`config.mk`:
```
export PLATFORM = sky130hd
export DESIGN_NAME = cr_rst_seq
export DESIGN_NICKNAME = d
export VERILOG_FILES = /design/src/rtl/cr_rst_seq.sv
export SDC_FILE = /design/constraint.sdc
export NUM_CORES = 1
export LEC_CHECK = 0
export BUFFER_PORTS_ARGS = -buffer_cell sky130_fd_sc_hd__clkbuf_2
export CORE_ASPECT_RATIO = 0.8
export CORE_UTILIZATION = 45
export CTS_CLUSTER_SIZE = 24
export DETAILED_ROUTE_END_ITERATION = 10
export PLACE_DENSITY = 0.65
export SLEW_MARGIN = 10
export SYNTH_ARGS = -nofsm -noshare
export SYNTH_HDL_FRONTEND = slang
export SYNTH_SLANG_ARGS = --single-unit
export TNS_END_PERCENT = 10
```
`constraint.sdc`:
```
create_clock -name forever_cpuclk -period 2.2 [get_ports forever_cpuclk]
set_input_delay 0.11 -clock forever_cpuclk [delete_from_list [all_inputs] [get_ports forever_cpuclk]]
set_output_delay 0.11 -clock forever_cpuclk [all_outputs]
set_load 0.05 [all_outputs]
```
`src/rtl/cr_rst_seq.sv`:
```
// Reset sequencer: synchronises per-domain pad reset requests and releases the
// domain resets in ascending order with a fixed gap. Optional macro: CR_RST_SEQ_SWRST_EN.
module cr_rst_seq #(
  parameter int NUM_DOM  = 3,
  parameter int SYNC_STG = 2,
  parameter int REL_DLY  = 16,
  parameter int CNT_W    = 8
) (
  input  logic               forever_cpuclk,
  input  logic               cpurst,
  input  logic [NUM_DOM-1:0] pad_dom_rst_b,
  input  logic               pad_yy_test_mode,
  input  logic               pad_test_rst_b,
`ifdef CR_RST_SEQ_SWRST_EN
  input  logic               sw_rst_req,
`endif
  output logic [NUM_DOM-1:0] dom_rst_b,
  output logic               seq_busy,
  output logic [3:0]         seq_ptr
);

  typedef enum logic {
    ST_WAIT = 1'b0,
    ST_RUN  = 1'b1
  } state_t;

  localparam logic [CNT_W-1:0] LP_CNT_LAST = CNT_W'(REL_DLY - 1);
  localparam logic [3:0]       LP_PTR_DONE = 4'(NUM_DOM);

  logic [SYNC_STG-1:0][NUM_DOM-1:0] r_sync;
  logic [NUM_DOM-1:0]               r_relMask;
  logic [3:0]                       r_ptr;
  logic [CNT_W-1:0]                 r_cnt;
  state_t                           r_state;

  logic [NUM_DOM-1:0] w_sync;
  logic               w_failHit;
  logic [3:0]         w_failIdx;
  logic [NUM_DOM-1:0] w_keepMask;
  logic [NUM_DOM-1:0] w_ptrOneHot;
  logic               w_syncAtPtr;
  logic               w_swRst;

`ifdef CR_RST_SEQ_SWRST_EN
  assign w_swRst = sw_rst_req;
`else
  assign w_swRst = 1'b0;
`endif

  assign w_sync = r_sync[SYNC_STG-1];

  // Lowest released domain whose request dropped; everything at or above it is re-asserted.
  always_comb begin
    w_failHit   = 1'b0;
    w_failIdx   = '0;
    w_keepMask  = '0;
    w_ptrOneHot = '0;
    w_syncAtPtr = 1'b0;
    for (int i = NUM_DOM - 1; i >= 0; i--) begin
      if (r_relMask[i] && !w_sync[i]) begin
        w_failHit = 1'b1;
        w_failIdx = 4'(i);
      end
    end
    for (int i = 0; i < NUM_DOM; i++) begin
      w_keepMask[i] = (4'(i) < w_failIdx);
      if (r_ptr == 4'(i)) begin
        w_ptrOneHot[i] = 1'b1;
        w_syncAtPtr    = w_sync[i];
      end
    end
  end

  always_ff @(posedge forever_cpuclk) begin
    if (cpurst) begin
      r_sync    <= '0;
      r_relMask <= '0;
      r_ptr     <= '0;
      r_cnt     <= '0;
      r_state   <= ST_WAIT;
    end else begin
      r_sync <= {r_sync[SYNC_STG-2:0], pad_dom_rst_b};
      if (w_swRst) begin
        r_relMask <= '0;
        r_ptr     <= '0;
        r_cnt     <= '0;
        r_state   <= ST_WAIT;
      end else if (w_failHit) begin
        r_relMask <= r_relMask & w_keepMask;
        r_ptr     <= w_failIdx;
        r_cnt     <= '0;
        r_state   <= ST_WAIT;
      end else if (r_state == ST_WAIT) begin
        if (r_ptr == LP_PTR_DONE) begin
          r_state <= ST_RUN;
        end else if (w_syncAtPtr) begin
          if (r_cnt == LP_CNT_LAST) begin
            r_relMask <= r_relMask | w_ptrOneHot;
            r_ptr     <= r_ptr + 4'd1;
            r_cnt     <= '0;
          end else begin
            r_cnt <= r_cnt + CNT_W'(1);
          end
        end else begin
          // A held request stalls the sequence; higher domains stay asserted.
          r_cnt <= '0;
        end
      end
    end
  end

  // Test-mode bypass is purely combinational; the sequencer keeps running beneath it.
  assign dom_rst_b = pad_yy_test_mode ? {NUM_DOM{pad_test_rst_b}} : r_relMask;
  assign seq_busy  = (r_state == ST_WAIT);
  assign seq_ptr   = r_ptr;

endmodule

```
==> reports/metrics.cfg, run 1 <==
[worst_hold_path]
min_to=r_sync[2]
hold_class=in2reg
holdPathStages=2
hold_path.startpoint=pad_dom_rst_b[2]

[clock_tree]
clockBufferDepth=2
cts_tree=built
clkLatencyLatePin_ns=0.32
post_cts_resize_count=0
root_buffer=clkbuf_4
cts.clk_slew.worst_paths_ns=0.13
cts_made_buffers=3
h-tree-depth=1
post-cts-setup-buffers=0
cts_sinks=22

[global_routing]
first_global_vias=797
grt_antenna_before_repair=0
grt_use_total_pct=19.60
grt_pass1_wl_um=3719
gr-total-overflow=0
grt_max_degree=14

[layout]
final_nets=157
area_growth_pct=17.53
finalInstanceArea_um2=1250
drive_above_1_share_pct=17.36
final_common_cell=dfxtp_1
n_antenna_cell=0
final_cell_mix=dfxtp_1 (22), clkbuf_2 (14), nand2_1 (12)
utilization_pct=56.92

[place]
io_buffers=14
routabilityCongestion=0.8219
postPlaceCellArea_um2=1177
place_hpwl_um=1601

[timing]
period_minus_slack_ns=1.955
period_share_pct=88.87
drv_slew=0
worstMarginPinSlew_ns=0.4911
fin_skew_ns=0.01012
hold_viol_final=0
max_slew_margin_pct=67.17
fmax_mhz=511.5
finalSetupViolations=0
rsz0062_at_grt=no

[floorplan]
num_rows=15
dieWidth_um=56.35
coreArea_um2=2196
ios=15
die_area_um2=2563
initial_core_util_pct=48.43
die_h_um=45.48

[worst_setup_path]
worst_setup_path_start_kind=register
r2r_slack_ns=0.24
critPathArrivalTime_ns=2.19
worstReg2RegEnd=r_cnt[7]
crit_required_ns=2.43
crit_fanout=7
r2r-start=seq_ptr[0]
end_kind=register
crit_type=reg2reg
reg2reg_depth=5

[routing]
dr_total_vias=956
drt-total-wl_um=2186
vias_per_cell=5.657
detail_route.first_pass.iterations=5
drtAntennaViolNets=0
wl_per_cell_um=12.93
drc=0
drt_first_iter_violations=21

[power_and_ir_drop]
p_leak_nw=0.4807
clkPwrFrac_pct=41.2
vdd.ir_drop.worst_v=0.0005653
pwr-share-comb_pct=5.8
power_per_cell_area_nw_per_um2=612.8
swShare_pct=21.18
p_sw_mw=0.1623
p_int_mw=0.6038
seqPwrFrac_pct=53.1

[run_status]
status=finished clean

[synth]
syn_avg_cell_area_um2=8.577
yosysWarnings=0
syn-cell-area_um2=1064
synth-seq-cells=22
netlist_instances=124
synth-seq-area-share_pct=41.41
synth_nets=136
synth.distinct_cells=33

[job]
max_cap_viol_count=0

==> registers in the layout, indices dropped and copies added, names as in the netlist <==
signal and flops:
r_cnt 8, r_state 1, r_sync 3, w_sync 3, seq_ptr 4, r_relMask 3
==> kinds of logic after synthesis <==
logic type               after synthesis  synth area share, %
XOR/XNOR                               3                2.471
flip-flops                            22                41.41
buffers and inverters                 11                3.882
AO/OA/AOI/OAI                         21                13.53
AND/OR/NAND/NOR                       62                32.82
adder cells (fa/ha/maj)                5                5.882
==> per-stage QoR <==
stage | setup TNS, ns | setup slack, ns | instances | hold slack, ns | total power [mW]
6_report | 0 | 0.2448 | 169 | 0.01459 | 0.7660
5_1_grt | 0 | 0.05242 | 169 | 0.01854 | 0.7925
3_5_place_dp | 0 | 0.2935 | 163 | 0.3236 | 0.4562
3_3_place_gp | 0 | 0.3527 | 163 | 0.3174 | 0.4551
4_1_cts | 0 | 0.2419 | 169 | 0.01658 | 0.7712
2_1_floorplan | -0.04697 | -0.04697 | 124 | 0.2382 | 0.4425
==> timing repair <==
action / 4_1_cts / 5_1_grt
hold buffers: 2 / 0
endpoints found under the setup margin: 0 / 0
hold endpoints to repair: 2 / 0
==> final cells by class <==
class | instances | area [um2]
tap | 25 | 31.28
inverter | 8 | 30.03
clock buffer | 3 | 22.52
sequential | 22 | 440.4
multi-input combinational | 91 | 583.1
timing repair buffer | 19 | 112.6
clock inverter | 1 | 30.03
fill | 203 | 945.9
==> layer usage <==
layer / GRT usage [%] / routed length [um]
met2: 28.57 / 935
met1: 28.55 / 1094
met3: 5.966 / 142
met5: 0 / 0
met4: 4.390 / 14
==> power groups by stage <==
stage          clock network [mW]  registers, mW  logic (mW)
3_3_place_gp                    0          0.416      0.0396
6_report                    0.315          0.407      0.0441
3_5_place_dp                    0          0.415      0.0407
4_1_cts                     0.321          0.407      0.0435
5_1_grt                     0.337          0.407      0.0481
2_1_floorplan                   0          0.415      0.0278
==> worst max-delay path by stage <==
stage	endpoint	startpoint	slack (ns)
5_1_grt	r_cnt[7]	seq_ptr[0]	0.05
4_1_cts	r_cnt[7]	seq_ptr[0]	0.24
3_5_place_dp	r_cnt[7]	seq_ptr[0]	0.29
6_report	r_cnt[7]	seq_ptr[0]	0.24
2_1_floorplan	r_relMask[0]	seq_ptr[0]	-0.05
3_3_place_gp	r_cnt[7]	seq_ptr[0]	0.35
==> worst max-delay path, cell delays in order (launching register included) <==
cell      delay [ns]
dfxtp_1         0.38
ha_1            0.22
nor3b_2         0.19
or2_1           0.31
or4_1           0.52
a211oi_1        0.24
==> Yosys cell counts (all sizes together) <==
cell type	number	area share, %
nand4b	2	1.6
and3	2	1.3
inv	8	2.8
nand3	4	1.9
o32ai	1	0.82
clkbuf	3	1.1
nor2	8	2.8
nor3b	1	1.2
a211oi	2	1.4
nor3	8	3.8
xnor2	3	2.5
dfxtp	22	41
nor4	2	1.2
o31ai	1	0.71
o21a	1	0.71
a2111o	1	1.1
a2111oi	2	2.2
a21oi	8	3.8
nor2b	9	5.3
or4	1	0.71
nand4	5	2.9
nor4b	1	1.4
ha	5	5.9
o21ai	3	1.4
nand2	12	4.2
or2	1	0.59
nand2b	2	1.2
nand3b	3	2.1
or3	1	0.59
o2111ai	1	0.82
a31oi	1	0.59
No activity file was read; power rests on OpenSTA's default activity.
==> inputs of run 2 (changes only) <==
--- a/config.mk
+++ b/config.mk
@@ -7,10 +7,9 @@
 export LEC_CHECK = 0
 export BUFFER_PORTS_ARGS = -buffer_cell sky130_fd_sc_hd__clkbuf_2
 export CORE_ASPECT_RATIO = 0.8
-export CORE_UTILIZATION = 45
+export CORE_UTILIZATION = 35
 export CTS_CLUSTER_SIZE = 24
 export DETAILED_ROUTE_END_ITERATION = 10
-export PLACE_DENSITY = 0.65
 export SLEW_MARGIN = 10
 export SYNTH_ARGS = -nofsm -noshare
 export SYNTH_HDL_FRONTEND = slang
==> run 2 against run 1 <==
First-iteration DRC count increased by 100%. Clock skew decreased by 0.0070 ns. Via count decreased by 2.5%. Die area increased by 27%. Sequential cell count unchanged. Cell count increased by 6.5%. Register-to-register slack improved by 0.03 ns. Combinational power decreased by 8.2%. Global-route usage decreased by 4.6 points. Core utilization decreased by 12 points.
==> reports/metrics.cfg, run 2 (same netlist as run 1, synthesis figures left out) <==
[layout]
area_growth_pct=18.94
largest_reg_flops=8
finalInstanceArea_um2=1265
final_nets=155
drive_above_1_share_pct=17.61
final_cell_mix=dfxtp_1 (22), clkbuf_2 (14), nand2_1 (12)
top_register=r_cnt
layout.area.seq_um2=440.4
fillCellCount=289
final_common_cell=dfxtp_1
n_antenna_cell=0
multiInputGateArea_um2=583.1

[floorplan]
dieWidth_um=63.63
ios=15
initial_core_util_pct=37.59
die_h_um=51.31
num_rows=17
coreArea_um2=2829
die_area_um2=3265

[worst_setup_path]
crit_start=seq_ptr[0]
crit_type=reg2reg
critPathArrivalTime_ns=2.10
cpLargestDelayFamily=simple AND/OR/NAND/NOR gates
crit_fanout=7
path_cells=ha_1, nor3b_2, or2_1, or4_1, a211oi_1
reg2reg_depth=5
r2r-start=seq_ptr[0]
cp_num_buf_inv=0
r2r_slack_ns=0.28
cp_slowest_stage_delay_ns=0.52
worstReg2RegEnd=r_cnt[7]
worst_setup_path_start_kind=register
cpMaxStageDelayCell=or4_1
end_kind=register
crit_required_ns=2.38

[routing]
vias_per_cell=5.178
wl_per_cell_um=12.31
detail_route.first_pass.iterations=4
drc=0
drtAntennaViolNets=0
drt_first_iter_violations=43
drt-total-wl_um=2216
dr_total_vias=932

[timing]
finalWorstSetupSlack_ns=0.2796
rsz0062_at_grt=no
max_slew_margin_pct=66.12
period_minus_slack_ns=1.920
worstMarginPinSlew_ns=0.5068
fmax_mhz=520.7
hold_viol_final=0
drv_slew=0
finalSetupViolations=0
period_share_pct=87.29
fin_skew_ns=0.003128

[global_routing]
grt_pass1_wl_um=3712
grt_max_degree=14
gr-total-overflow=0
first_global_vias=819
grt_use_total_pct=15.02
grt_antenna_before_repair=0

[worst_hold_path]
min_to=r_sync[2]
hold_path.startpoint=pad_dom_rst_b[2]
hold_class=in2reg
holdPathStages=2

[clock_tree]
root_buffer=clkbuf_8
cts_sinks=22
hold_buffers=0
cts.clk_slew.worst_paths_ns=0.08
clkLatencyLatePin_ns=0.27
h-tree-depth=1
cts_made_buffers=3
post_cts_resize_count=0
clockBufferDepth=2
post-cts-setup-buffers=0
cts_tree=built

[place]
dp_slack_ns=0.2789
io_buffers=14
postPlaceCellArea_um2=1194
routabilityCongestion=0.8633
place_hpwl_um=1672

[power_and_ir_drop]
vdd.ir_drop.worst_v=0.0003034
power_per_cell_area_nw_per_um2=655.5
p_leak_nw=0.4801

[run_status]
status=finished clean

[job]
max_cap_viol_count=0

run 2: final cells by class:
type / count / area share (%)
Multi-Input combinational cell: 91 / 46.09
Sequential cell: 22 / 34.82
Timing Repair Buffer: 17 / 7.320
Tap cell: 38 / 3.759
Clock buffer: 3 / 3.264
Clock inverter: 1 / 2.374
Inverter: 8 / 2.374
run 2: per-layer routing:
metal | global-route usage [%] | part of all wire (%)
met1 | 20.19 | 51
met2 | 22.70 | 43
met3 | 2.679 | 4.5
met4 | 8.333 | 1.2
met5 | 0 | 0
run 2: worst max-delay path by stage:
stage / end / slack (ns) / depth (start not counted)
final: r_cnt[7] / 0.28 / 5
after global routing: r_cnt[7] / 0.16 / 5
after CTS: r_cnt[7] / 0.27 / 5
after detailed placement: r_cnt[7] / 0.28 / 5
after global placement: r_cnt[7] / 0.34 / 5
after floorplan: r_relMask[0] / -0.05 / 6
run 2: through the flow:
stage | utilization (%) | TNS [ns] | power, mW | std cells | hold WS, ns
after CTS | 44.71 | 0 | 0.8382 | 180 | 0.04020
after global routing | 44.71 | 0 | 0.8590 | 180 | 0.05047
after floorplan | - | -0.04697 | 0.4425 | 124 | 0.2382
after global placement | 42.19 | 0 | 0.4553 | 176 | 0.3173
after detailed placement | 42.19 | 0 | 0.4562 | 176 | 0.3234
final | 44.71 | 0 | 0.8291 | 180 | 0.04496
run 2: where the power goes:
part           switching [mW]  internal, mW  total [mW]
registers             0.00269         0.403       0.406
logic                  0.0273        0.0132      0.0405
clock network           0.139         0.243       0.382
==> inputs of run 3 (changes only) <==
--- a/config.mk
+++ b/config.mk
@@ -5,12 +5,12 @@
 export SDC_FILE = /design/constraint.sdc
 export NUM_CORES = 1
 export LEC_CHECK = 0
-export BUFFER_PORTS_ARGS = -buffer_cell sky130_fd_sc_hd__clkbuf_2
+export BUFFER_PORTS_ARGS = -buffer_cell sky130_fd_sc_hd__buf_2
 export CORE_ASPECT_RATIO = 0.8
 export CORE_UTILIZATION = 35
 export CTS_CLUSTER_SIZE = 24
 export DETAILED_ROUTE_END_ITERATION = 10
-export SLEW_MARGIN = 10
+export SLEW_MARGIN = 15
 export SYNTH_ARGS = -nofsm -noshare
 export SYNTH_HDL_FRONTEND = slang
 export SYNTH_SLANG_ARGS = --single-unit
==> run 3 against run 2 <==
Largest cell class unchanged. Critical endpoint unchanged. Sequential share of layout area unchanged. Largest power group unchanged. Core utilization unchanged. Highest routed layer unchanged. Critical path depth unchanged. Clock power down 1%. Sequential cell count unchanged.
==> reports/metrics.cfg, run 3 (same netlist as run 1, synthesis figures left out) <==
[run_status]
status=finished clean

[timing]
hold_ws_ns=0.05535
tns_ns=0
period_minus_slack_ns=1.916
hold_viol_final=0
rsz0062_at_grt=no
fin_skew_ns=0.004220
fmax_mhz=521.8
finalSetupViolations=0
drv_slew=0
period_share_pct=87.11
max_slew_margin_pct=64.22
worstMarginPinSlew_ns=0.5352

[layout]
utilization_pct=44.71
fillCellCount=284
final_cell_mix=dfxtp_1 (22), buf_2 (14), nand2_1 (12)
stdcell_count=180
area_growth_pct=18.94
largest_reg_flops=8
final_nets=155
n_antenna_cell=0
drive_above_1_share_pct=17.61
final_common_cell=dfxtp_1
top_register=r_cnt

[global_routing]
grt_use_total_pct=14.39
gr-total-overflow=0
grt_max_degree=14
grt_pass1_wl_um=3567
first_global_vias=800
grt_antenna_before_repair=0

[worst_setup_path]
critPathArrivalTime_ns=2.10
cp_num_buf_inv=0
path_cells=ha_1, nor3b_2, or2_1, or4_1, a211oi_1
cpLargestDelayFamily=simple AND/OR/NAND/NOR gates
cp_slowest_stage_delay_ns=0.52
crit_type=reg2reg
cpMaxStageDelayCell=or4_1
crit_start=seq_ptr[0]
crit_required_ns=2.38
crit_fanout=7
r2r-start=seq_ptr[0]
end_kind=register
worst_setup_path_start_kind=register

[clock_tree]
cts_made_buffers=3
cts.clk_slew.worst_paths_ns=0.08
post-cts-setup-buffers=0
cts_sinks=22
post_cts_resize_count=0
clockBufferDepth=2
clkLatencyLatePin_ns=0.27
cts_tree=built
h-tree-depth=1
root_buffer=clkbuf_8
hold_buffers=0

[routing]
drtAntennaViolNets=0
dr_total_vias=950
vias_per_cell=5.278
wl_per_cell_um=12.19
detail_route.first_pass.iterations=4
drc=0
drt_first_iter_violations=30
drt-total-wl_um=2195

[floorplan]
coreArea_um2=2829
dieWidth_um=63.63
ios=15
die_h_um=51.31
num_rows=17
die_area_um2=3265
initial_core_util_pct=37.59

[power_and_ir_drop]
power_per_cell_area_nw_per_um2=651.2
vdd.ir_drop.worst_v=0.0003492
p_leak_nw=0.4823

[place]
post-place-cells=176
place_hpwl_um=1637
io_buffers=14
routabilityCongestion=0.8783

[worst_hold_path]
hold_class=in2reg
hold_path.startpoint=pad_dom_rst_b[0]

[job]
max_cap_viol_count=0

-- run 3: changes by cell type in the layout (fill, tap and decap cells not counted), sizes merged --
cell | before | now
buf | 3 | 17
clkbuf | 17 | 3
-- run 3: worst paths after layout --
path | endpoint | slack (ns) | cells after the start
worst max-delay path | r_cnt[7] | 0.28 | 5
worst min-delay path | r_sync[0] | 0.06 | 2
worst max register to register | r_cnt[7] | 0.28 | 5
worst min register to register | w_sync[0] | 0.44 | 1
-- run 3: worst reg2reg max path, delay by kind of cell (launching register included) --
family | cells | cell delay [ns]
flip-flops | 1 | 0.37
adder cells (fa/ha/maj) | 1 | 0.22
AO/OA/AOI/OAI | 1 | 0.23
AND/OR/NAND/NOR | 3 | 1.02
-- run 3: per-layer routing --
metal | vias to the layer above | global-route usage, % | wire length [um]
met2 | 29 | 22.16 | 945
met3 | 5 | 4.688 | 104
met1 | 438 | 18.81 | 1110
li1 | 478 | - | -
met5 | - | 0 | 0
met4 | 0 | 4.924 | 34
-- run 3: final cells by class --
class / count / area (um2) / share of cell area, %
clock buffers: 3 / 41.29 / 3.264
multi-input cells: 91 / 583.1 / 46.09
repair buffers: 17 / 92.59 / 7.320
inverters: 8 / 30.03 / 2.374
flip-flops and latches: 22 / 440.4 / 34.82
well taps: 38 / 47.55 / 3.759
clock inverters: 1 / 30.03 / 2.374
-- run 3: metrics by stage --
step | worst slack (ns) | power (mW) | instance area, um2
5_1_grt | 0.1959 | 0.8584 | 1265
3_5_place_dp | 0.2842 | 0.4568 | 1194
6_report | 0.2837 | 0.8238 | 1265
4_1_cts | 0.2840 | 0.8302 | 1265
2_1_floorplan | -0.04697 | 0.4425 | 1065
3_3_place_gp | 0.3389 | 0.4554 | 1194
-- run 3: where the power goes --
| part | internal [mW] | switching, mW |
|---|---|---|
| combinational | 0.0133 | 0.0273 |
| clock | 0.243 | 0.134 |
| sequential | 0.403 | 0.00292 |
